### src/rtl/qif_neuron_array.sv
// Time-multiplexed quadratic integrate-and-fire neuron array.
// One channel is updated per enabled cycle; results are registered and
// reported one cycle later together with a per-sweep spike vector.
module qif_neuron_array #(
    parameter int WIDTH    = 8,
    parameter int CHANNELS = 4,
    parameter int QSHIFT   = 8,
    parameter int LEAK     = 0,
    parameter int REFRAC   = 2,
    parameter int V_RESET  = 0,
    localparam int CH_W    = (CHANNELS > 1) ? $clog2(CHANNELS) : 1
) (
    input  logic                      clk,
    input  logic                      rst,
    input  logic                      en,
    input  logic [CHANNELS*WIDTH-1:0] b_in,
    input  logic [WIDTH-1:0]          thresh_in,
    output logic [WIDTH-1:0]          v_out,
    output logic [CH_W-1:0]           ch_out,
    output logic                      out_valid,
    output logic                      spike_out,
    output logic                      sweep_done,
    output logic [CHANNELS-1:0]       spike_vec
);

    // Refractory counter must hold REFRAC; sum width covers V + V*V + b
    // without any truncation.
    localparam int R_W = (REFRAC > 0) ? $clog2(REFRAC + 1) : 1;
    localparam int S_W = 2 * WIDTH + 2;

    localparam logic [WIDTH-1:0] V_RST     = WIDTH'(V_RESET);
    localparam logic [R_W-1:0]   R_LOAD    = R_W'(REFRAC);
    localparam logic [S_W-1:0]   LEAK_S    = S_W'(LEAK);
    localparam logic [CH_W-1:0]  PTR_LAST  = CH_W'(CHANNELS - 1);

    logic [WIDTH-1:0]    r_v [CHANNELS];
    logic [R_W-1:0]      r_r [CHANNELS];
    logic [CH_W-1:0]     r_ptr;
    logic [CHANNELS-1:0] r_coll;

    logic [WIDTH-1:0]    w_v_cur;
    logic [R_W-1:0]      w_r_cur;
    logic [WIDTH-1:0]    w_b;
    logic [S_W-1:0]      w_sq;
    logic [S_W-1:0]      w_sum;
    logic [S_W-1:0]      w_leaked;
    logic                w_refrac;
    logic                w_spike;
    logic [WIDTH-1:0]    w_v_next;
    logic [R_W-1:0]      w_r_next;
    logic                w_last;
    logic [CH_W-1:0]     w_ptr_next;
    logic [CHANNELS-1:0] w_coll_next;

    // Datapath for the channel selected by the pointer.
    always_comb begin
        // NOTE: every always_comb output gets a default first so no path can infer a latch.
        w_v_cur     = r_v[r_ptr];
        w_r_cur     = r_r[r_ptr];
        w_b         = b_in[r_ptr*WIDTH +: WIDTH];
        w_sq        = S_W'(w_v_cur) * S_W'(w_v_cur);
        w_sum       = S_W'(w_v_cur) + (w_sq >> QSHIFT) + S_W'(w_b);
        w_leaked    = (w_sum > LEAK_S) ? (w_sum - LEAK_S) : '0;
        w_refrac    = (w_r_cur != '0);
        w_spike     = !w_refrac && (w_leaked >= S_W'(thresh_in));
        w_v_next    = w_leaked[WIDTH-1:0];
        w_r_next    = '0;
        if (w_refrac) begin
            w_v_next = V_RST;
            w_r_next = w_r_cur - 1'b1;
        end else if (w_spike) begin
            w_v_next = V_RST;
            w_r_next = R_LOAD;
        end
        w_last      = (r_ptr == PTR_LAST);
        w_ptr_next  = w_last ? '0 : r_ptr + 1'b1;
        w_coll_next = r_coll | (CHANNELS'(w_spike) << r_ptr);
    end

    // Per-channel membrane/refractory state, pointer and spike collection.
    always_ff @(posedge clk or posedge rst) begin
        if (rst) begin
            // NOTE: the state arrays are reset explicitly so every channel restarts clean; they stay in flops.
            for (int k = 0; k < CHANNELS; k++) begin
                r_v[k] <= V_RST;
                r_r[k] <= '0;
            end
            r_ptr  <= '0;
            r_coll <= '0;
        end else if (en) begin
            // NOTE: state uses non-blocking assignments so all registers see pre-edge values.
            r_v[r_ptr] <= w_v_next;
            r_r[r_ptr] <= w_r_next;
            r_ptr      <= w_ptr_next;
            r_coll     <= w_last ? '0 : w_coll_next;
        end
    end

    // Registered report of the update performed this cycle.
    always_ff @(posedge clk or posedge rst) begin
        if (rst) begin
            v_out      <= '0;
            ch_out     <= '0;
            out_valid  <= 1'b0;
            spike_out  <= 1'b0;
            sweep_done <= 1'b0;
            spike_vec  <= '0;
        end else begin
            out_valid  <= en;
            spike_out  <= en && w_spike;
            sweep_done <= en && w_last;
            if (en) begin
                v_out  <= w_v_next;
                ch_out <= r_ptr;
                if (w_last) begin
                    spike_vec <= w_coll_next;
                end
            end
        end
    end

endmodule
### config.mk
export PLATFORM = sky130hd
export DESIGN_NAME = qif_neuron_array
export DESIGN_NICKNAME = d
export VERILOG_FILES = /design/src/rtl/qif_neuron_array.sv
export SDC_FILE = /design/constraint.sdc
export NUM_CORES = 1
export LEC_CHECK = 0
export ABC_AREA = 1
export CORE_ASPECT_RATIO = 1.2
export CORE_UTILIZATION = 26
export CTS_CLUSTER_SIZE = 30
export DETAILED_ROUTE_END_ITERATION = 12
export PLACE_DENSITY = 0.51
export SETUP_SLACK_MARGIN = 0.2
export SLEW_MARGIN = 20
export SYNTH_ARGS = -nofsm -noshare
export SYNTH_HDL_FRONTEND = slang
export SYNTH_SLANG_ARGS = --single-unit
### constraint.sdc
create_clock -name clk -period 11.52 [get_ports clk]
set_input_delay 3.456 -clock clk [delete_from_list [all_inputs] [get_ports clk]]
set_output_delay 3.456 -clock clk [all_outputs]
set_load 0.1 [all_outputs]
* Yosys cells after proc, flatten, opt, wreduce, memory -nomap -nowiden
Index checks and enable logic that the tools add are counted.
** Storage, ports and cells
- Bits in registers :: 63
- Bits of input ports :: 43
** Cells by class
- $add $sub $neg :: 4
- Multipliers :: 1
- $lt $le $gt $ge :: 4
- Eq/ne operators :: 1
- Shifts and indexed selects :: 2
- Muxes and demuxes :: 19
- Bitwise operators :: 2
- Reductions and logical operators :: 7
** Operators by type and width (number)
- two-way mux 8 bit :: 5
- bitwise mux 32 bit :: 1
- variable part select 32 x 6 -> 8 bit :: 1
- binary-select mux 8 bit (select 2 bit) :: 1
- demux 8 bit (select 2 bit) :: 1
- multiplier 8 x 8 -> 16 bit :: 1
- two-way mux 2 bit :: 6
- adder 9 x 8 -> 10 bit :: 1
- >= comparator 10 x 8 -> 1 bit :: 1
- > comparator 10 x 1 -> 1 bit, second input constant :: 1
- two-way mux 10 bit :: 1
- adder 8 x 8 -> 9 bit :: 1
- bitwise mux 8 bit :: 1
- binary-select mux 2 bit (select 2 bit) :: 1
- demux 2 bit (select 2 bit) :: 1
- logical AND 1 bit :: 4
- two-way mux 4 bit :: 1
- OR 4 bit :: 1
- << shifter 1 x 2 -> 4 bit :: 1
- >= comparator 3 bit, second input constant :: 1
- < comparator 3 x 1 -> 1 bit, second input constant :: 1
- NOT 2 -> 3 bit :: 1
- adder 2 x 1 -> 2 bit, second input constant :: 1
- == test 2 bit, second input constant :: 1
- other kinds (4) :: 4

* Longest topological paths before layout
- Word-level depth :: 14
- Mapped depth :: 40

* Worst setup path before layout
OpenSTA, ideal clock, no wires.
- Kind :: reg-to-reg
- Start :: register r_ptr[0]
- End :: register r_v[14] (netlist name)
- Data arrival time :: 7.230 ns
- Setup slack :: 4.214 ns
- Stages on the path, launching flop included :: 35
- Path buffers :: 2
- Clock period less this slack :: 7.306 ns
- Path through :: dfrtp_1 > inv_2 > buf_6 > buf_4 > nand2_1 > a32oi_2 > inv_2 > nor2_1 > fa_1 > fa_1 > inv_1 > fa_1 > fa_1 > inv_1 > ha_1 > nand2_1 > o21a_1 > nand2_1 > xor2_1 > fa_1 > ha_1 > fa_1 > nand3_1 > nand3_1 > xor2_1 > ha_1 > nand2_1 > inv_1 > a21oi_1 > nand2_1 > a21boi_1 > nand2_4 > nand2_8 > nand3_4 > o21ai_2
** On the way
- Word-level cells in the longest chain between the ends :: 14
- Elaborated cells on any way between the ends :: 25
- Those cells by class :: 2 x add/sub; 1 x mul; 4 x order compare; 1 x shift; 12 x mux; 1 x bitwise; 4 x reduce/logical
** Ends and longest elaborated chain
- from (decl) :: RTL line 38 : logic [CH_W-1:0] r_ptr;
- from (signal assigned) :: RTL line 94 : r_ptr <= w_ptr_next;
- NOT 2 -> 3 bit (implied by the code) :: RTL line 58, 59, 92
- binary-select mux 8 bit (select 2 bit) :: RTL line 58 : w_v_cur = r_v[r_ptr];
- two-way mux 8 bit (implied by the code) (2 in series) :: RTL line 58
- multiplier 8 x 8 -> 16 bit :: RTL line 61 : w_sq = S_W'(w_v_cur) * S_W'(w_v_cur);
- adder 8 x 8 -> 9 bit :: RTL line 62 : w_sum = S_W'(w_v_cur) + (w_sq >> QSHIFT) + S_W'(w_b);
- adder 9 x 8 -> 10 bit :: RTL line 62
- > comparator 10 x 1 -> 1 bit :: RTL line 63 : w_leaked = (w_sum > LEAK_S) ? (w_sum - LEAK_S) : '0;
- two-way mux 10 bit :: RTL line 63
- >= comparator 10 x 8 -> 1 bit :: RTL line 65 : w_spike = !w_refrac && (w_leaked >= S_W'(thresh_in));
- logical AND 1 bit :: RTL line 65
- two-way mux 8 bit :: RTL line 71 : end else if (w_spike) begin
- two-way mux 8 bit :: RTL line 68 : if (w_refrac) begin
- bitwise mux 32 bit (*) :: RTL line 92 : r_v[r_ptr] <= w_v_next;
- to (signal, indexed assignment) :: RTL line 92
- to (decl) :: RTL line 36 : logic [WIDTH-1:0] r_v [CHANNELS];
Mark *: on every way between the ends. The rest lies on a longest branch, timed or not. The select of a mux whose other input is x is not followed.
A chain may end at the register's enable or synchronous reset.

* Worst setup path in the final report
- Start :: register r_ptr[0]
- End :: register r_v[26] (netlist name)
The elaborated chain is that of the path after synthesis.

==> results.md <==
* Outcome: finished, final reports clean
* Net Count, Synth at 806
* Grt met3 use at approximately 2.4%
* RSZ-0062 raised after global routing: false
* Final period utilization at about 76%
* Post-synth top flop: dfrtp_1
* Max_cap viols at 0
* DR iter-0 viols at 222
* DR WL/cell at around 15 µm
* Busiest layer in global routing: met2
* First-pass GRT wire length at 24650 µm
* GP Congestion at 0.9940
* Fin. Hold Viols at 0
* Clock buffer depth at 2
* Met2 global-route usage at 25.19%
* CTS root buf: clkbuf_16
* H-Tree Depth at 3
* Antenna cells at 0
* Post-route minimum period at 8.708 ns
* Layout cells sized above 1 at 9.413%
* Max Clk Rate at 114.8 MHz
* Number of hold buffers added after CTS at 0
* Synth async-reset ratio at 100.0%
* Detail Placement HPWL at 11900 µm
* Worst setup path class: reg -> reg
* # rows at 57
* Post-synthesis instance total at 684
* Largest net degree at the start of global routing at 64
* Via count at 4519
* Die Span Y at 161.3 µm
* Clk_lat worst skew at 0.33 ns
* Most frequent cells in the layout: nand2_1, inv_1, dfrtp_1, clkdlybuf4s50_1, nor2_1
* Buffers on Ports at 59
* Setup Skew at 0.005963 ns
* CTS tree: yes
* Req. time, crit path at 11.76 ns
* Vias per inst at 4.528
* Cts repair resizes at 0
* Final Slew Violations at 0
* Max_slew headroom at 32.75%
* Ys Warns at 0
* CP top delay family: adder cells
* Critical Path Source Type: flip-flop
* GR Util met1 at 18.87%
* Core area at 20470 µm²
* Commonest non-fill, non-tap cell in the layout: nand2_1
* Worst min path class: reg -> reg
* Number of global-route vias before repair at 4657
* Die area at around 22000 µm²
* Starting Density at 26.85%
* Synth area leaders: dfrtp_1, nand2_1, fa_1
* Slowest-stage cell, CP: inv_2
* Clk slew on worst S/H paths at around 0.05 ns
* Avg Inst Size Synth at 8.034 µm²
* Residual DRC at 0
* Critical Path Max Stage Delay at 0.60 ns
* Overall Global Routing Usage at between 10% and 20%
* Yosys reg bits at 63
* Yosys top cell area share at 28.69%
* Critical Path Most Common Cell: fa_1
* Crit end category: flip-flop
* Area Overhead vs Synth at 19.51%
* Fillers at 2145
* Count of final setup violators at 0
* Yosys cell types at 40
* Drt first pass iters at 4
* Io pins at 60
* Worst-path fanout max at 42
* Arrival @ worst endpoint at 8.95 ns
* Global route total overflow at 0
* Die X at 134.7 µm
* Seq/Total Area, Yosys at 28.69%
* Worst path bufs/invs at 6
* Post-CTS Setup Bufs at 0
* Mapped Area at between 5000 and 6000 µm²
* TritonCTS buffer count at 9
* Initial antenna violation count at 0
* CTS Sinks at 63
* Worst Tran Pin Value at approximately 1.0 ns
* # nets final at 853
* Final WL at 15140 µm
* DRT antenna net count at 0
* Dominant cell type by area after synthesis: dfrtp_1
* Post-synth EDFFs at 0
* Setup TNS at 0 ns
-- logic make-up (layout without fill, tap and decap cells) --
kind of cell             Yosys count  in the layout  share of synthesized area (%)
AND/OR/NAND/NOR                  282            282                          23.45
AO/OA/AOI/OAI                    125            125                          14.12
buffers and inverters            123            172                          9.335
adder cells (fa/ha/maj)           79             79                          22.50
flip-flops                        63             63                          28.69
XOR/XNOR                          12             12                          1.913
-- stage by stage --
step / instance area (µm²) / hold WS, ns / util, % / setup WS, ns / cells
after floorplan: 5495 / 0.4493 / - / 4.214 / 684
after detailed placement: 6296 / 0.4647 / 30.76 / 2.866 / 985
final: 6568 / 0.4763 / 32.09 / 2.812 / 998
after global placement: 6296 / 0.4645 / 30.76 / 3.020 / 985
after global routing: 6568 / 0.4983 / 32.09 / 2.185 / 998
after CTS: 6568 / 0.4789 / 32.09 / 2.830 / 998
-- final timing paths --
kind	startpoint	endpoint	slack [ns]	cells past startpoint
max in group asynchronous	rst	out_valid	7.28	3
min	r_r[1]	r_r[1]	0.48	2
min reg2reg	r_r[1]	r_r[1]	0.48	2
min in group asynchronous	rst	v_out[6]	3.70	3
max reg2reg	r_ptr[0]	r_v[26]	2.81	33
max	r_ptr[0]	r_v[26]	2.81	33
-- area by class of cell --
cell class	instances	area, µm²	share of cell area (%)
well taps	265	331.6	5.049
clock inverters	1	5.005	0.07620
flip-flops and latches	63	1577	24.00
inverters	97	369.1	5.620
multi-input cells	498	3406	51.86
clock buffers	12	266.5	4.058
repair buffers	62	613.1	9.335
-- worst register-to-register path: cells and delay by family (launching register included) --
kind / cells / cell delay, ns
AND/OR/NAND/NOR: 11 / 1.49
AO/OA/AOI/OAI: 5 / 1.16
adder cells (fa/ha/maj): 9 / 3.85
flip-flops: 1 / 0.35
XOR/XNOR: 2 / 0.56
buffers and inverters: 6 / 1.19
-- synth_stat cells (all sizes together), types with 7 or more instances --
library cell  number
fa                33
nor2              52
ha                46
a21oi             26
xor2               8
buf               12
nand2            188
o22ai              7
dfrtp             63
clkbuf            14
inv               97
nand3             31
o21ai             77
-- state kept, by name, indices dropped and copies added (netlist names) --
name / flops
ch_out: 2
out_valid: 1
r_coll: 4
r_ptr: 2
r_r: 8
r_v: 32
spike_out: 1
spike_vec: 4
sweep_done: 1
v_out: 8
-- routing by layer --
| metal | share of wire, % | wire length, µm | vias to the layer above |
|---|---|---|---|
| li1 | - | - | 2281 |
| met1 | 43 | 6471 | 2098 |
| met2 | 50 | 7563 | 112 |
| met3 | 4.6 | 690 | 28 |
| met4 | 2.8 | 418 | 0 |
| met5 | 0 | 0 | - |
Power is left out: the tool's default activity adds up to more than one toggle a clock period on the data nets, which glitch-free logic cannot reach.
